--- config.mk ---
export PLATFORM = sky130hd
export DESIGN_NAME = fetch_pc_redirect
export DESIGN_NICKNAME = d
export VERILOG_FILES = /design/src/rtl/fetch_pc_redirect.sv
export SDC_FILE = /design/constraint.sdc
export NUM_CORES = 1
export LEC_CHECK = 0
export ABC_AREA = 1
export BUFFER_PORTS_ARGS = -buffer_cell sky130_fd_sc_hd__buf_2
export CAP_MARGIN = 20
export CORE_MARGIN = 2
export CORE_UTILIZATION = 53
export DETAILED_ROUTE_END_ITERATION = 8
export PLACE_DENSITY = 0.73
export SKIP_LAST_GASP = 1
export SYNTH_ARGS = -nofsm -noshare
export SYNTH_HDL_FRONTEND = slang
export SYNTH_SLANG_ARGS = --single-unit
export TNS_END_PERCENT = 30
--- constraint.sdc ---
create_clock -name clk -period 6.34 [get_ports clk]
set_input_delay 1.268 -clock clk [delete_from_list [all_inputs] [get_ports clk]]
set_output_delay 1.268 -clock clk [all_outputs]
set_load 0.005 [all_outputs]
--- src/rtl/fetch_pc_redirect.sv ---
// Front-end PC generator and in-order instruction fetch sequencer.
// The PC issues fetch requests, tags each one with its address, and buffers
// the returned words for decode. A redirect from the jump/branch unit reloads
// the PC, squashes buffered and in-flight fetches, and traps misaligned targets.
module fetch_pc_redirect #(
  parameter logic [31:0] RESET_PC        = 32'h0000_0000,
  parameter int unsigned MAX_OUTSTANDING = 2
) (
  input  logic        clk,
  input  logic        rst,
  input  logic        redir_valid,
  input  logic [31:0] redir_pc,
  output logic        imem_req_valid,
  input  logic        imem_req_ready,
  output logic [31:0] imem_req_addr,
  input  logic        imem_rsp_valid,
  input  logic [31:0] imem_rsp_data,
  input  logic        stall,
  output logic        instr_valid,
  output logic [31:0] instr,
  output logic [31:0] instr_pc,
  output logic        flush,
  output logic        misalign_exc
);

  localparam int PTR_W  = (MAX_OUTSTANDING > 1) ? $clog2(MAX_OUTSTANDING) : 1;
  localparam int CNT_W  = $clog2(MAX_OUTSTANDING + 1);
  // Squashed responses can pile up across several redirects while a slow
  // imem drains, so the drop counter is wider than the in-flight limit.
  localparam int DROP_W = 8;

  typedef enum logic [1:0] {ST_BOOT, ST_RUN, ST_HALT} state_e;

  typedef struct packed {
    logic [31:0] pc;
    logic [31:0] data;
  } entry_t;

  state_e               state_q, state_d;
  logic [31:0]          pc_q, pc_d;
  logic [31:0]          tag_mem [MAX_OUTSTANDING];
  logic [PTR_W-1:0]     tag_wr_q, tag_wr_d, tag_rd_q, tag_rd_d;
  logic [CNT_W-1:0]     out_cnt_q, out_cnt_d;
  entry_t               buf_mem [MAX_OUTSTANDING];
  logic [PTR_W-1:0]     buf_wr_q, buf_wr_d, buf_rd_q, buf_rd_d;
  logic [CNT_W-1:0]     buf_cnt_q, buf_cnt_d;
  logic [DROP_W-1:0]    drop_cnt_q, drop_cnt_d;
  logic                 flush_q, flush_d;
  logic                 misalign_q, misalign_d;

  logic                 req_hs;
  logic                 rsp_accept;
  logic                 rsp_drop;
  logic                 pop;
  logic [CNT_W:0]       occupancy;
  entry_t               head;

  function automatic logic [PTR_W-1:0] ptr_inc(input logic [PTR_W-1:0] p);
    return (p == PTR_W'(MAX_OUTSTANDING - 1)) ? '0 : p + PTR_W'(1);
  endfunction

  // Request, response and decode handshakes; a redirect overrides all of them.
  always_comb begin
    occupancy      = {1'b0, out_cnt_q} + {1'b0, buf_cnt_q};
    imem_req_valid = (state_q == ST_RUN) && !redir_valid &&
                     (occupancy < (CNT_W + 1)'(MAX_OUTSTANDING));
    imem_req_addr  = pc_q;
    req_hs         = imem_req_valid && imem_req_ready;
    rsp_drop       = imem_rsp_valid && (drop_cnt_q != '0);
    rsp_accept     = imem_rsp_valid && (drop_cnt_q == '0) && !redir_valid;
    instr_valid    = (buf_cnt_q != '0);
    pop            = instr_valid && !stall && !redir_valid;
    head           = buf_mem[buf_rd_q];
    // NOTE: the buffer storage is never reset, so the head is masked while
    // the buffer is empty to keep stale words off the decode interface.
    instr          = instr_valid ? head.data : '0;
    instr_pc       = instr_valid ? head.pc   : '0;
    flush          = flush_q;
    misalign_exc   = misalign_q;
  end

  // Next-state logic for the PC, sequencer state, queues and counters.
  always_comb begin
    // NOTE: every signal gets its hold value first so no path leaves one
    // unassigned, which would otherwise infer a latch.
    state_d    = state_q;
    pc_d       = pc_q;
    tag_wr_d   = tag_wr_q;
    tag_rd_d   = tag_rd_q;
    out_cnt_d  = out_cnt_q;
    buf_wr_d   = buf_wr_q;
    buf_rd_d   = buf_rd_q;
    buf_cnt_d  = buf_cnt_q;
    drop_cnt_d = drop_cnt_q;
    flush_d    = 1'b0;
    misalign_d = 1'b0;

    if (redir_valid) begin
      // Everything younger than the redirect is squashed; in-flight
      // responses are dropped on arrival, including one landing right now.
      tag_wr_d   = '0;
      tag_rd_d   = '0;
      out_cnt_d  = '0;
      buf_wr_d   = '0;
      buf_rd_d   = '0;
      buf_cnt_d  = '0;
      drop_cnt_d = drop_cnt_q + DROP_W'(out_cnt_q);
      if (imem_rsp_valid && (drop_cnt_d != '0)) begin
        drop_cnt_d = drop_cnt_d - DROP_W'(1);
      end
      flush_d = 1'b1;
      if (redir_pc[1:0] == 2'b00) begin
        pc_d    = redir_pc;
        state_d = ST_RUN;
      end else begin
        misalign_d = 1'b1;
        state_d    = ST_HALT;
      end
    end else begin
      if (state_q == ST_BOOT) begin
        state_d = ST_RUN;
      end
      if (req_hs) begin
        pc_d     = pc_q + 32'd4;
        tag_wr_d = ptr_inc(tag_wr_q);
      end
      if (rsp_drop) begin
        drop_cnt_d = drop_cnt_q - DROP_W'(1);
      end
      if (rsp_accept) begin
        tag_rd_d = ptr_inc(tag_rd_q);
        buf_wr_d = ptr_inc(buf_wr_q);
      end
      if (pop) begin
        buf_rd_d = ptr_inc(buf_rd_q);
      end
      out_cnt_d = out_cnt_q + CNT_W'(req_hs) - CNT_W'(rsp_accept);
      buf_cnt_d = buf_cnt_q + CNT_W'(rsp_accept) - CNT_W'(pop);
    end
  end

  // Control state register with synchronous reset.
  always_ff @(posedge clk) begin
    // NOTE: sequential state uses non-blocking assignments so every register
    // samples pre-edge values regardless of evaluation order.
    if (rst) begin
      state_q    <= ST_BOOT;
      pc_q       <= RESET_PC;
      tag_wr_q   <= '0;
      tag_rd_q   <= '0;
      out_cnt_q  <= '0;
      buf_wr_q   <= '0;
      buf_rd_q   <= '0;
      buf_cnt_q  <= '0;
      drop_cnt_q <= '0;
      flush_q    <= 1'b0;
      misalign_q <= 1'b0;
    end else begin
      state_q    <= state_d;
      pc_q       <= pc_d;
      tag_wr_q   <= tag_wr_d;
      tag_rd_q   <= tag_rd_d;
      out_cnt_q  <= out_cnt_d;
      buf_wr_q   <= buf_wr_d;
      buf_rd_q   <= buf_rd_d;
      buf_cnt_q  <= buf_cnt_d;
      drop_cnt_q <= drop_cnt_d;
      flush_q    <= flush_d;
      misalign_q <= misalign_d;
    end
  end

  // Tag queue and instruction buffer storage; validity lives in the pointers.
  always_ff @(posedge clk) begin
    if (req_hs) begin
      tag_mem[tag_wr_q] <= pc_q;
    end
    if (rsp_accept) begin
      buf_mem[buf_wr_q] <= '{pc: tag_mem[tag_rd_q], data: imem_rsp_data};
    end
  end

endmodule
Word level (Yosys, flattened, before mapping)
Memories as Yosys holds them, arrays and structs flattened. A register that Yosys moved wholly into a read port is not among the register bits. Index checks and enable logic that the tools add are counted.

Register bits: 52. RAM bits: 192. Bits of input ports: 70. Output and inout bits: 100. Memories kept: 2.

$add $sub $neg: 13. Order comparisons: 1. Equality and inequality tests: 2. Multiplexer cells: 25. Bitwise operators: 1. Reduce and logical (&&, ||, !) cells: 23.

Memories: buf_mem (words 2, width 64, rd ports 1, clocked after memory_dff 1, write ports 1, line 44) `entry_t buf_mem [MAX_OUTSTANDING];`; tag_mem (words 2, width 32, rd ports 1, clocked after memory_dff 1, write ports 1, line 41) `logic [31:0] tag_mem [MAX_OUTSTANDING];`.

Operators with widths (count): $mux 32 (5); $add 32x3->32 const B (1); $mux 8 (3); $reduce_bool 8->1 (2); $sub 8x1->8 const B (2); $mux 1 (14); $logic_and 1x1->1 (9); $add 8x2->8 (1); $logic_not 8->1 (1); $reduce_bool 2->1 (4); $mux 2 (3); $add 1x1->1 const B (4); $add 2x1->2 (2); $logic_not 2->1 (2); $reduce_or 2->1 (2); $sub 2x1->2 (2); $add 2x2->3 (1); $lt 3x2->1 const B (1); $eq 2x1->1 const B (1); $logic_not 1->1 (2); $ne 2x1->1 const B (1); $reduce_and 2->1 (1); $not 1->1 (1).

Logic depth before layout (Yosys ltp)
Depth after elaboration: 6. Mapped depth: 16. Depth with buffers taken out: 16.

Worst setup path before layout
OpenSTA, ideal clock, no wires.

Path kind: input port to flip-flop. Start point: in imem_rsp_valid. End point: mem buf_mem[1][0] in the netlist's numbering (enable). Setup time: 486 ps. Arrival: 4567 ps. Data required time: 5854 ps. Path slack: 1287 ps. Cell stages on the path: 7. Buffers on the path: 1. Path through: buf_2 inv_1 nor2_1 inv_1 nor2_2 inv_1 nor2_1.

Word-level cells in the longest chain between the ends: 4.

RTL lines: start, declared (line 16) `input logic imem_rsp_valid,`; $logic_and 1x1->1 (2 in a row) (line 70) `rsp_accept = imem_rsp_valid && (drop_cnt_q == '0) && !redir_valid;`; net rsp_accept (line 52) `logic rsp_accept;`; $mux 1 (line 178) `if (rsp_accept) begin`; $mux 1 (implied by the code) (line 179) `buf_mem[buf_wr_q] <= '{pc: tag_mem[tag_rd_q], data: imem_rsp_data};`; end, declared (line 44).

The timed path passes the listed nets, and every way through them passes these cells.

Final worst setup path
Start point: in redir_valid. End point: out imem_req_valid.

Word-level cells in the longest chain between the ends: 3.

RTL lines: start, declared (line 11) `input logic redir_valid,`; $logic_not 1->1 (line 65) `imem_req_valid = (state_q == ST_RUN) && !redir_valid &&`; $logic_and 1x1->1 (2 in a row) (line 65); end, declared (line 13) `output logic imem_req_valid,`.

Every way passes these cells.

==> run metrics <==
Yosys top cell by area edfxtp_1; largest delay contributor family on the critical path buffers and inverters; synthesized area approximately 11,000 µm²; Clk Latency, worst-skew pair approximately 520 ps; count of input and output buffers approximately 170; Req. time, crit path a little over 5000 ps; clock sinks 246; CP Data Arrival Time between 2000 and 3000 ps; Routed WL per cell around 16 µm; FP Rows 52; core area approximately 20,000 µm²; Post-synth top flop edfxtp_1; Worst Max-Slew Pin Slew 881 ps; gate count of the mapped netlist ~1,100; Initial Util 0.538; number of synthesized flops with an enable pin roughly 190; Routed WL between 20 and 25 mm; r2r startpoint drop_cnt_q[1]$_SDFFE_PP0P_; drt first pass iters 6; TritonCTS clock tree built; Area contributors post-synth edfxtp_1, dfxtp_1, nand2_1; hold_buf cts 0; Die W 147 µm; Ys Warns 0; max frequency 260 MHz; largest net degree at the start of global routing 66; die area around 22,000 µm²; first-pass GRT wire length ~38 mm; power per standard cell area 276 nW/µm²; initial drt markers ~530; antenna diode count 0; ys async rst share 0; via count approximately 7,900; Yosys reg bits roughly 250; Nets around 1,300; post-route ant nets 0; CP max stage delay 540 ps; initial antenna violation count 0; CP max-delay cell inv_2; num ports 170; post-synth top area share 0.529; Layout area overhead 16.9%; GRT Util Overall 0.221; worst-path maximum fanout 34; fill count about 1,600; hold_sp buf_wr_q$_SDFFE_PP0P_; max-slew violations 0; Critical Path End Type output port; highest-count cells in the layout ignoring fill and taps nand2_1, edfxtp_1, buf_2; H-Tree Depth 1; Max-slew headroom 0.413; CTS resizes 0; DIE HEIGHT roughly 150 µm; most used cell, CP buf_2; MaxCap Viol Count 0; Crit. Startpoint redir_valid; setup TNS 0 ps; TritonCTS Buffers 25; Critical Path Source Type primary input; RSZ-0062 raised after global routing false; post-CTS setup buffer count 0; Clock Path Buffers 3; Hold Path Class flip-flop to flip-flop; GRT overflow 0; Clk pin slew, worst setup/hold paths ~60 ps; layout cell share with drive strength beyond 1 0.239; post-DP HPWL 16.0 mm; distinct cell type count after synthesis 44; fin crit share 0.608; skew final about 19 ps; leakage power slightly below 5 nW; root buffer cell clkbuf_16; synthesized area per cell ~10 µm²; Seq/Total Area, Yosys 0.628; final core occ 0.629; Via density around 5.3; min cycle time layout a little under 4000 ps; via count of the first global-routing pass between 7,000 and 8,000; status completed; peak supply drop between 150 and 200 µV; count of final hold-check violations 0; Worst Path Buf+Inv 3; routability cong. about 0.9; Setup violations, final 0; Syn Nets 1,136; commonest non-fill, non-tap cell in the layout nand2_1; sequence of cells on the critical path buf_2, inv_2, nand3_1, nor2_2, buf_2; drc violations 0; kind of critical path primary input to output port
[area by class of cell]
type	instances	area, µm²	area share
flip-flops and latches	246	6850	0.538
clock inverters	17	114	0.00894
multi-input cells	680	3550	0.278
repair buffers	177	918	0.0721
clock buffers	28	647	0.0508
well taps	270	338	0.0265
inverters	85	324	0.0254
[layer usage]
layer / share of wire / up-vias / global-route usage
li1: - / 3915 / -
met1: 0.45 / 3647 / 0.321
met2: 0.45 / 316 / 0.346
met3: 0.082 / 46 / 0.0398
met4: 0.025 / 0 / 0.0587
met5: 0 / - / 0
[synthesized netlist by cell type (3+ instances only)]
| cell type | count |
|---|---|
| or2_2 | 5 |
| nand4_1 | 7 |
| nand3b_1 | 5 |
| buf_4 | 4 |
| clkbuf_1 | 27 |
| inv_1 | 77 |
| nor2_4 | 5 |
| edfxtp_1 | 192 |
| nor2_1 | 71 |
| a31oi_1 | 4 |
| inv_2 | 6 |
| buf_2 | 5 |
| nor2_2 | 9 |
| nand2_1 | 284 |
| nor3_1 | 14 |
| o221ai_1 | 3 |
| ha_1 | 10 |
| o21ai_0 | 26 |
| nand3_1 | 46 |
| o211ai_1 | 8 |
| dfxtp_1 | 54 |
| buf_1 | 4 |
| xor2_1 | 13 |
| nand2_2 | 7 |
| mux2_2 | 32 |
| a21oi_1 | 108 |
[through the flow]
step                hold WS (ps)  instances  cell area [µm²]  total power [W]  worst slack, ps
floorplan                    439       1054            10900          0.00209             1290
global placement             447       1457            12000          0.00219             2350
detailed placement           457       1458            12000          0.00219             2310
CTS                          452       1503            12700          0.00354             2520
global route                 479       1503            12700          0.00366             2340
finish                       460       1503            12700          0.00352             2490
[worst reg2reg max path: cells and delay by family (launching register included)]
kind,cells,cell delay (ps)
simple gates,7,790
fa+ha+maj,1,240
flops,1,340
buf+inv,5,1280
[state kept, by name, indices dropped and copies added, names as in the netlist, 2 cells and up, named ones only]
signal and cells:
buf_mem 128, tag_mem 64, imem_req_addr 32, drop_cnt_q 8, buf_cnt_q 2, out_cnt_q 2, state_q 2
[worst paths after layout]
path / depth (start not counted) / slack (ps) / end
max: 5 / 2490 / imem_req_valid
min: 2 / 460 / buf_wr_q$_SDFFE_PP0P_
max reg2reg: 13 / 3320 / buf_mem[0][44]$_DFFE_PP_
min reg2reg: 2 / 460 / buf_wr_q$_SDFFE_PP0P_
[where the power goes]
| group | switching (W) | total, W | internal [W] |
|---|---|---|---|
| Clock | 0.000585 | 0.00136 | 0.000772 |
| Combinational | 0.000208 | 0.000331 | 0.000123 |
| Sequential | 0.0000454 | 0.00183 | 0.00179 |
[kinds of logic after synthesis]
group | count (synthesis) | synth area share
flops | 246 | 0.628
mux | 32 | 0.0331
compound gates | 162 | 0.0829
xor+xnor | 15 | 0.0121
simple gates | 459 | 0.180
fa+ha+maj | 12 | 0.0152
buf+inv | 128 | 0.0480
(Power assumes the default switching activity.)
